<file path="src/rtl/serial_alu_if.sv">
// rtl/serial_alu_if.sv - control, flag and register-file bit-port bundle for serial_alu
interface serial_alu_if;
  // operation request / status
  logic       start;
  logic [2:0] op;
  logic       wb_en;
  logic       busy;
  logic       done;
  logic       flag_eq;
  logic       flag_lt;
  logic       flag_ltu;
  // bit-serial register-file port
  logic       op_a;
  logic       op_b;
  logic [4:0] bit_pos;
  logic       wr_en;
  logic       data_out;

  // requester and register file side
  modport master (
    output start, op, wb_en, op_a, op_b,
    input  busy, done, flag_eq, flag_lt, flag_ltu, bit_pos, wr_en, data_out
  );

  // ALU side
  modport slave (
    input  start, op, wb_en, op_a, op_b,
    output busy, done, flag_eq, flag_lt, flag_ltu, bit_pos, wr_en, data_out
  );
endinterface

</file>
<file path="src/rtl/serial_alu.sv">
// rtl/serial_alu.sv - bit-serial ALU: reads operands LSB first, optionally writes result back serially
module serial_alu #(
  parameter int D_WIDTH = 32
) (
  input logic         clk,
  input logic         rst,
  serial_alu_if.slave bus
);

  localparam int PW = $clog2(D_WIDTH);

  // Opcode map; 3'b111 is the "zero" operation.
  localparam logic [2:0] OP_ADD  = 3'b000;
  localparam logic [2:0] OP_SUB  = 3'b001;
  localparam logic [2:0] OP_AND  = 3'b010;
  localparam logic [2:0] OP_OR   = 3'b011;
  localparam logic [2:0] OP_XOR  = 3'b100;
  localparam logic [2:0] OP_SLT  = 3'b101;
  localparam logic [2:0] OP_SLTU = 3'b110;

  typedef enum logic [1:0] {IDLE, READ, WRITE, DONE} state_t;

  state_t             state;
  state_t             nextState;
  logic [PW-1:0]      bitPos;
  logic [2:0]         opReg;
  logic               wbReg;
  logic               carry;
  logic               cmpCarry;
  logic               eqAcc;
  logic [D_WIDTH-1:0] result;
  logic               flagEq;
  logic               flagLt;
  logic               flagLtu;

  logic lastBit;
  logic opIsSub;
  logic startIsSub;
  logic bEff;
  logic sumBit;
  logic carryNext;
  logic cmpB;
  logic cmpSum;
  logic cmpCarryNext;
  logic resBit;
  logic ltNext;
  logic ltuNext;

  assign lastBit    = (bitPos == PW'(D_WIDTH - 1));
  assign opIsSub    = (opReg == OP_SUB) || (opReg == OP_SLT) || (opReg == OP_SLTU);
  assign startIsSub = (bus.op == OP_SUB) || (bus.op == OP_SLT) || (bus.op == OP_SLTU);

  // Per-bit datapath: operation adder plus an always-subtracting compare chain for the flags
  always_comb begin
    bEff         = opIsSub ? ~bus.op_b : bus.op_b;
    sumBit       = bus.op_a ^ bEff ^ carry;
    carryNext    = (bus.op_a & bEff) | (bus.op_a & carry) | (bEff & carry);
    cmpB         = ~bus.op_b;
    cmpSum       = bus.op_a ^ cmpB ^ cmpCarry;
    cmpCarryNext = (bus.op_a & cmpB) | (bus.op_a & cmpCarry) | (cmpB & cmpCarry);
    ltuNext      = ~cmpCarryNext;
    ltNext       = (bus.op_a & ~bus.op_b) | (~(bus.op_a ^ bus.op_b) & cmpSum);
    resBit       = 1'b0;
    case (opReg)
      OP_ADD, OP_SUB, OP_SLT, OP_SLTU: resBit = sumBit;
      OP_AND:                          resBit = bus.op_a & bus.op_b;
      OP_OR:                           resBit = bus.op_a | bus.op_b;
      OP_XOR:                          resBit = bus.op_a ^ bus.op_b;
      default:                         resBit = 1'b0;
    endcase
  end

  // State register
  always_ff @(posedge clk or posedge rst) begin
    if (rst) state <= IDLE;
    else     state <= nextState;
  end

  // Next-state logic: READ and WRITE each last one full sweep of bit positions
  always_comb begin
    nextState = state;
    case (state)
      IDLE:    if (bus.start) nextState = READ;
      READ:    if (lastBit)   nextState = wbReg ? WRITE : DONE;
      WRITE:   if (lastBit)   nextState = DONE;
      DONE:    nextState = IDLE;
      default: nextState = IDLE;
    endcase
  end

  // Datapath registers: operand capture, serial accumulation, flag capture on the last bit
  always_ff @(posedge clk or posedge rst) begin
    if (rst) begin
      bitPos   <= '0;
      opReg    <= '0;
      wbReg    <= 1'b0;
      carry    <= 1'b0;
      cmpCarry <= 1'b0;
      eqAcc    <= 1'b0;
      result   <= '0;
      flagEq   <= 1'b0;
      flagLt   <= 1'b0;
      flagLtu  <= 1'b0;
    end else begin
      case (state)
        IDLE: begin
          if (bus.start) begin
            opReg    <= bus.op;
            wbReg    <= bus.wb_en;
            carry    <= startIsSub;
            cmpCarry <= 1'b1;
            eqAcc    <= 1'b1;
            result   <= '0;
            bitPos   <= '0;
          end
        end
        READ: begin
          bitPos   <= bitPos + 1'b1;
          carry    <= carryNext;
          cmpCarry <= cmpCarryNext;
          eqAcc    <= eqAcc & (bus.op_a == bus.op_b);
          if (lastBit) begin
            flagEq  <= eqAcc & (bus.op_a == bus.op_b);
            flagLt  <= ltNext;
            flagLtu <= ltuNext;
            if (opReg == OP_SLT)       result <= {{(D_WIDTH-1){1'b0}}, ltNext};
            else if (opReg == OP_SLTU) result <= {{(D_WIDTH-1){1'b0}}, ltuNext};
            else                       result <= {resBit, result[D_WIDTH-1:1]};
          end else begin
            result <= {resBit, result[D_WIDTH-1:1]};
          end
        end
        WRITE: begin
          bitPos <= bitPos + 1'b1;
        end
        default: begin
          bitPos <= '0;
        end
      endcase
    end
  end

  // Outputs decoded from state so that reset removes them without waiting for a clock
  assign bus.busy     = (state != IDLE);
  assign bus.wr_en    = (state == WRITE);
  assign bus.done     = (state == DONE);
  assign bus.data_out = (state == WRITE) & result[bitPos];
  assign bus.bit_pos  = bitPos;
  assign bus.flag_eq  = flagEq;
  assign bus.flag_lt  = flagLt;
  assign bus.flag_ltu = flagLtu;

endmodule

</file>
<file path="src/flat_wrapper.sv">
// flat-port wrapper written by rule: the top's interface ports become plain ports
module serial_alu_flat 
#(
  parameter int D_WIDTH = 32
)
  (clk, rst, bus_start, bus_op, bus_wb_en, bus_op_a, bus_op_b, bus_busy, bus_done, bus_flag_eq, bus_flag_lt, bus_flag_ltu, bus_bit_pos, bus_wr_en, bus_data_out);
  serial_alu_if bus_i ();
  input logic clk;
  input logic rst;
  input wire logic [$bits(bus_i.start)-1:0] bus_start;
  input wire logic [$bits(bus_i.op)-1:0] bus_op;
  input wire logic [$bits(bus_i.wb_en)-1:0] bus_wb_en;
  input wire logic [$bits(bus_i.op_a)-1:0] bus_op_a;
  input wire logic [$bits(bus_i.op_b)-1:0] bus_op_b;
  output wire logic [$bits(bus_i.busy)-1:0] bus_busy;
  output wire logic [$bits(bus_i.done)-1:0] bus_done;
  output wire logic [$bits(bus_i.flag_eq)-1:0] bus_flag_eq;
  output wire logic [$bits(bus_i.flag_lt)-1:0] bus_flag_lt;
  output wire logic [$bits(bus_i.flag_ltu)-1:0] bus_flag_ltu;
  output wire logic [$bits(bus_i.bit_pos)-1:0] bus_bit_pos;
  output wire logic [$bits(bus_i.wr_en)-1:0] bus_wr_en;
  output wire logic [$bits(bus_i.data_out)-1:0] bus_data_out;
  assign bus_i.start = bus_start;
  assign bus_i.op = bus_op;
  assign bus_i.wb_en = bus_wb_en;
  assign bus_i.op_a = bus_op_a;
  assign bus_i.op_b = bus_op_b;
  assign bus_busy = bus_i.busy;
  assign bus_done = bus_i.done;
  assign bus_flag_eq = bus_i.flag_eq;
  assign bus_flag_lt = bus_i.flag_lt;
  assign bus_flag_ltu = bus_i.flag_ltu;
  assign bus_bit_pos = bus_i.bit_pos;
  assign bus_wr_en = bus_i.wr_en;
  assign bus_data_out = bus_i.data_out;
  serial_alu #(.D_WIDTH(D_WIDTH)) u_core (.clk(clk), .rst(rst), .bus(bus_i));
endmodule
</file>
<file path="config.mk">
export PLATFORM = sky130hd
export DESIGN_NAME = serial_alu_flat
export DESIGN_NICKNAME = d
export VERILOG_FILES = /design/src/rtl/serial_alu_if.sv /design/src/rtl/serial_alu.sv /design/src/flat_wrapper.sv
export SDC_FILE = /design/constraint.sdc
export NUM_CORES = 1
export LEC_CHECK = 0
export ABC_AREA = 1
export CAP_MARGIN = 20
export CORE_MARGIN = 2
export CORE_UTILIZATION = 55
export CTS_CLUSTER_SIZE = 20
export DETAILED_ROUTE_END_ITERATION = 8
export DONT_BUFFER_PORTS = 1
export HOLD_SLACK_MARGIN = 0.1
export MAX_ROUTING_LAYER = met4
export PLACE_DENSITY = 0.67
export SYNTH_ARGS = -nofsm -noshare
export SYNTH_HDL_FRONTEND = slang
export SYNTH_SLANG_ARGS = --single-unit
</file>
<file path="constraint.sdc">
create_clock -name clk -period 2.65 [get_ports clk]
set_clock_uncertainty 0.2 [all_clocks]
set_input_delay 0.53 -clock clk [delete_from_list [all_inputs] [get_ports clk]]
set_output_delay 0.53 -clock clk [all_outputs]
set_load 0.01 [all_outputs]
</file>
==> results of run 1 <==
-- registers in the layout, summed over array words and instances, names as in the netlist --
name                 flops
u_core.wbReg             1
u_core.opReg             3
u_core.cmpCarry          1
u_core.bus.flag_eq       1
u_core.carry             1
u_core.eqAcc             1
u_core.bus.flag_lt       1
u_core.bus.bit_pos       5
u_core.result           32
u_core.bus.flag_ltu      1
u_core.state             2
-- where the power goes --
group	internal (mW)	switching, mW
Sequential	0.882	0.155
Combinational	0.368	0.679
Clock	0.236	0.238
-- cells in the final DEF, fill, tap and decap left out, drive strengths merged --
cell / n
a21oi: 10
a22oi: 1
buf: 7
clkbuf: 7
clkinv: 1
dfrtp: 49
dlygate4sd3: 1
fa: 3
ha: 8
inv: 53
mux2: 1
nand2: 55
nand3: 32
nand4: 1
nor2: 14
nor3: 5
o211ai: 2
o21a: 1
o21ai: 16
o22ai: 31
o31ai: 1
xor2: 1
-- cell type report --
class | count | area [sq um] | share of cell area [%]
clock buffer | 7 | 96.3 | 3.57
inverter | 53 | 201 | 7.46
multi-input combinational | 182 | 1030 | 38.1
clock inverter | 1 | 5.00 | 0.185
sequential | 49 | 1230 | 45.5
tap | 52 | 65.1 | 2.41
timing repair buffer | 8 | 75.1 | 2.78
-- worst max-delay path, stage by stage, from the launching register on --
cell	delay (ns)
dfrtp_2	0.49
buf_4	0.22
nand2_1	0.07
nand3_1	0.09
nand3_1	0.08
nand2_1	0.08
nand2_1	0.05
nand2_1	0.06
nor2_1	0.04
nor2_1	0.23
-- cell families (layout without fill, tap and decap cells) --
group           count (synthesis)  in the layout  share of synthesized area (%)
compound gates                 62             62                           14.8
xor+xnor                        1              1                          0.346
fa+ha+maj                      11             11                           6.33
buf+inv                        63             69                           10.9
flops                          49             49                           48.4
mux                             1              1                          0.445
simple gates                  107            107                           18.8
-- worst paths after layout --
| path | endpoint | from | cells past startpoint | slack (ns) |
|---|---|---|---|---|
| min in group asynchronous | u_core.result[2]$_DFFE_PP0P_ | rst | 2 | 0.52 |
| worst max-delay path | bus_data_out | u_core.bus.bit_pos[0]$_DFFE_PP0P_ | 9 | 0.21 |
| worst min-delay path | u_core.opReg[2]$_DFFE_PP0P_ | bus_op[2] | 2 | 0.19 |
| worst min register to register | u_core.eqAcc$_DFFE_PP0P_ | u_core.eqAcc$_DFFE_PP0P_ | 1 | 0.30 |
| max in group asynchronous | u_core.bus.bit_pos[0]$_DFFE_PP0P_ | rst | 3 | 1.21 |
| worst max register to register | u_core.result[31]$_DFFE_PP0P_ | u_core.opReg[0]$_DFFE_PP0P_ | 9 | 0.47 |
-- metrics by stage --
stage | power, mW | hold slack, ns | worst slack [ns]
after global routing | 2.77 | 0.178 | 0.0782
after floorplan | 1.89 | 0.264 | 0.660
after global placement | 2.07 | 0.276 | 0.468
final | 2.56 | 0.188 | 0.207
after detailed placement | 2.09 | 0.284 | 0.457
after CTS | 2.57 | 0.179 | 0.103
-- timing repair --
item	4_1_cts	5_1_grt
hold endpoints to repair	23	0
hold buffers	1	0
endpoints found under the setup margin	0	1
gates resized for setup	0	2
-- layer usage --
metal,global-route usage [%],wire (microns),vias to the layer above
met3,6.05,155,8
met2,32.7,2170,29
met4,6.92,79,0
met5,-,0,-
met1,32.5,2600,908
li1,-,-,979
==> out/qor.csv, run 1 <==
metric;value;unit
placed cell count;343;
synth unique cells;29;
top_reg_cell synth;dfrtp_1;
CTS root buffer;clkbuf_8;
Syn-to-layout area delta;6.67;%
port buffer count;0;
Antenna diodes;0;
post-synth top area share;48.4;%
Congestion Overflow GR;0;
worst-case clock buffer depth;2;
final setup fails;0;
post-synthesis average cell area;8.61;sq um
Synth area leaders;dfrtp_1 (48%), nand2_1 (7.7%), o22ai_1 (7.7%);
arrival time at the worst endpoint;1.71;ns
Max VDD drop;0.425;mV
synth warn;0;
dominant cell type by area after synthesis;dfrtp_1;
area of the core;4380;sq um
max_slew headroom;65.0;%
hold crit path type;input port to register;
detailed-route wire length per cell;14.2;microns
largest net degree at the start of global routing;33;
CP Capture Type;primary output;
TNS Setup;0;ns
H-Tree Depth;2;
layout cell share with drive strength beyond 1;10.0;%
Final HPWL DP;3620;microns
initial core utilization;57.7;%
CTS tree;yes;
area post-placement;2580;sq um
Slew Limit Fails;0;
fin util;61.6;%
Post-Route WL;5010;microns
design area;2700;sq um
final hold violation count;0;
Setup Buffers After CTS;0;
Final period util;92.2;%
Die ar.;5160;sq um
Fillers;397;
total CTS buffers;5;
Gate Count Post-Synth;294;
Synth top cells by count;nand2_1 (52), inv_1 (50), dfrtp_1 (49);
Die H;71.8;microns
initial antenna violation count;0;
Startpoint Class;register;
total global-route track usage;23.0;%
first-pass GRT wire length;8930;microns
Skew-Pair Late Insertion Delay;0.30;ns
vias in the first global route;1887;
Crit Path Class;register to primary output;
fin cells;352;
Seq cells post-synth;49;
Syn Std Cell Area;2530;sq um
Std-Cell Rows;24;
Layout Nets;319;
Seq/Total Area, Yosys;48.4;%
drt via density;5.47;
RSZ-0062 raised after global routing;no;
Starting DRT DRC Count;112;
Die Wd;71.8;microns
1st-pass router iterations;4;
# DRC;0;
Worst Tran Pin Value;0.524;ns
Post-Syn Nets;314;
Worst EP required;1.92;ns
Max Fclk;409;MHz
clock slew at reported path FFs;0.09;ns
via count;1924;
Leakage;1.24;nW
Max Cap Viol;0;
Ports;21;
peak fanout along the critical path;11;
Final ANT Viol Nets;0;
Async SR Flop Fraction;100;%
Placer Congestion;0.862;
EDFF count, synth;0;
clk sink count;49;
Final min period;2.44;ns
Cell Pwr Density;948;nW/um^2
most numerous cell in the Yosys netlist;nand2_1;
outcome;completed;
No activity file was read; power rests on OpenSTA's default activity.
==> run 2: changes to the inputs <==
--- a/config.mk
+++ b/config.mk
@@ -12,6 +12,7 @@
 export CTS_CLUSTER_SIZE = 20
 export DETAILED_ROUTE_END_ITERATION = 8
 export DONT_BUFFER_PORTS = 1
+export GPL_ROUTABILITY_DRIVEN = 1
 export HOLD_SLACK_MARGIN = 0.1
 export MAX_ROUTING_LAYER = met4
 export PLACE_DENSITY = 0.67
==> results of run 2 <==
Same layout as run 1: the final DEF is identical, and so are final timing and power.
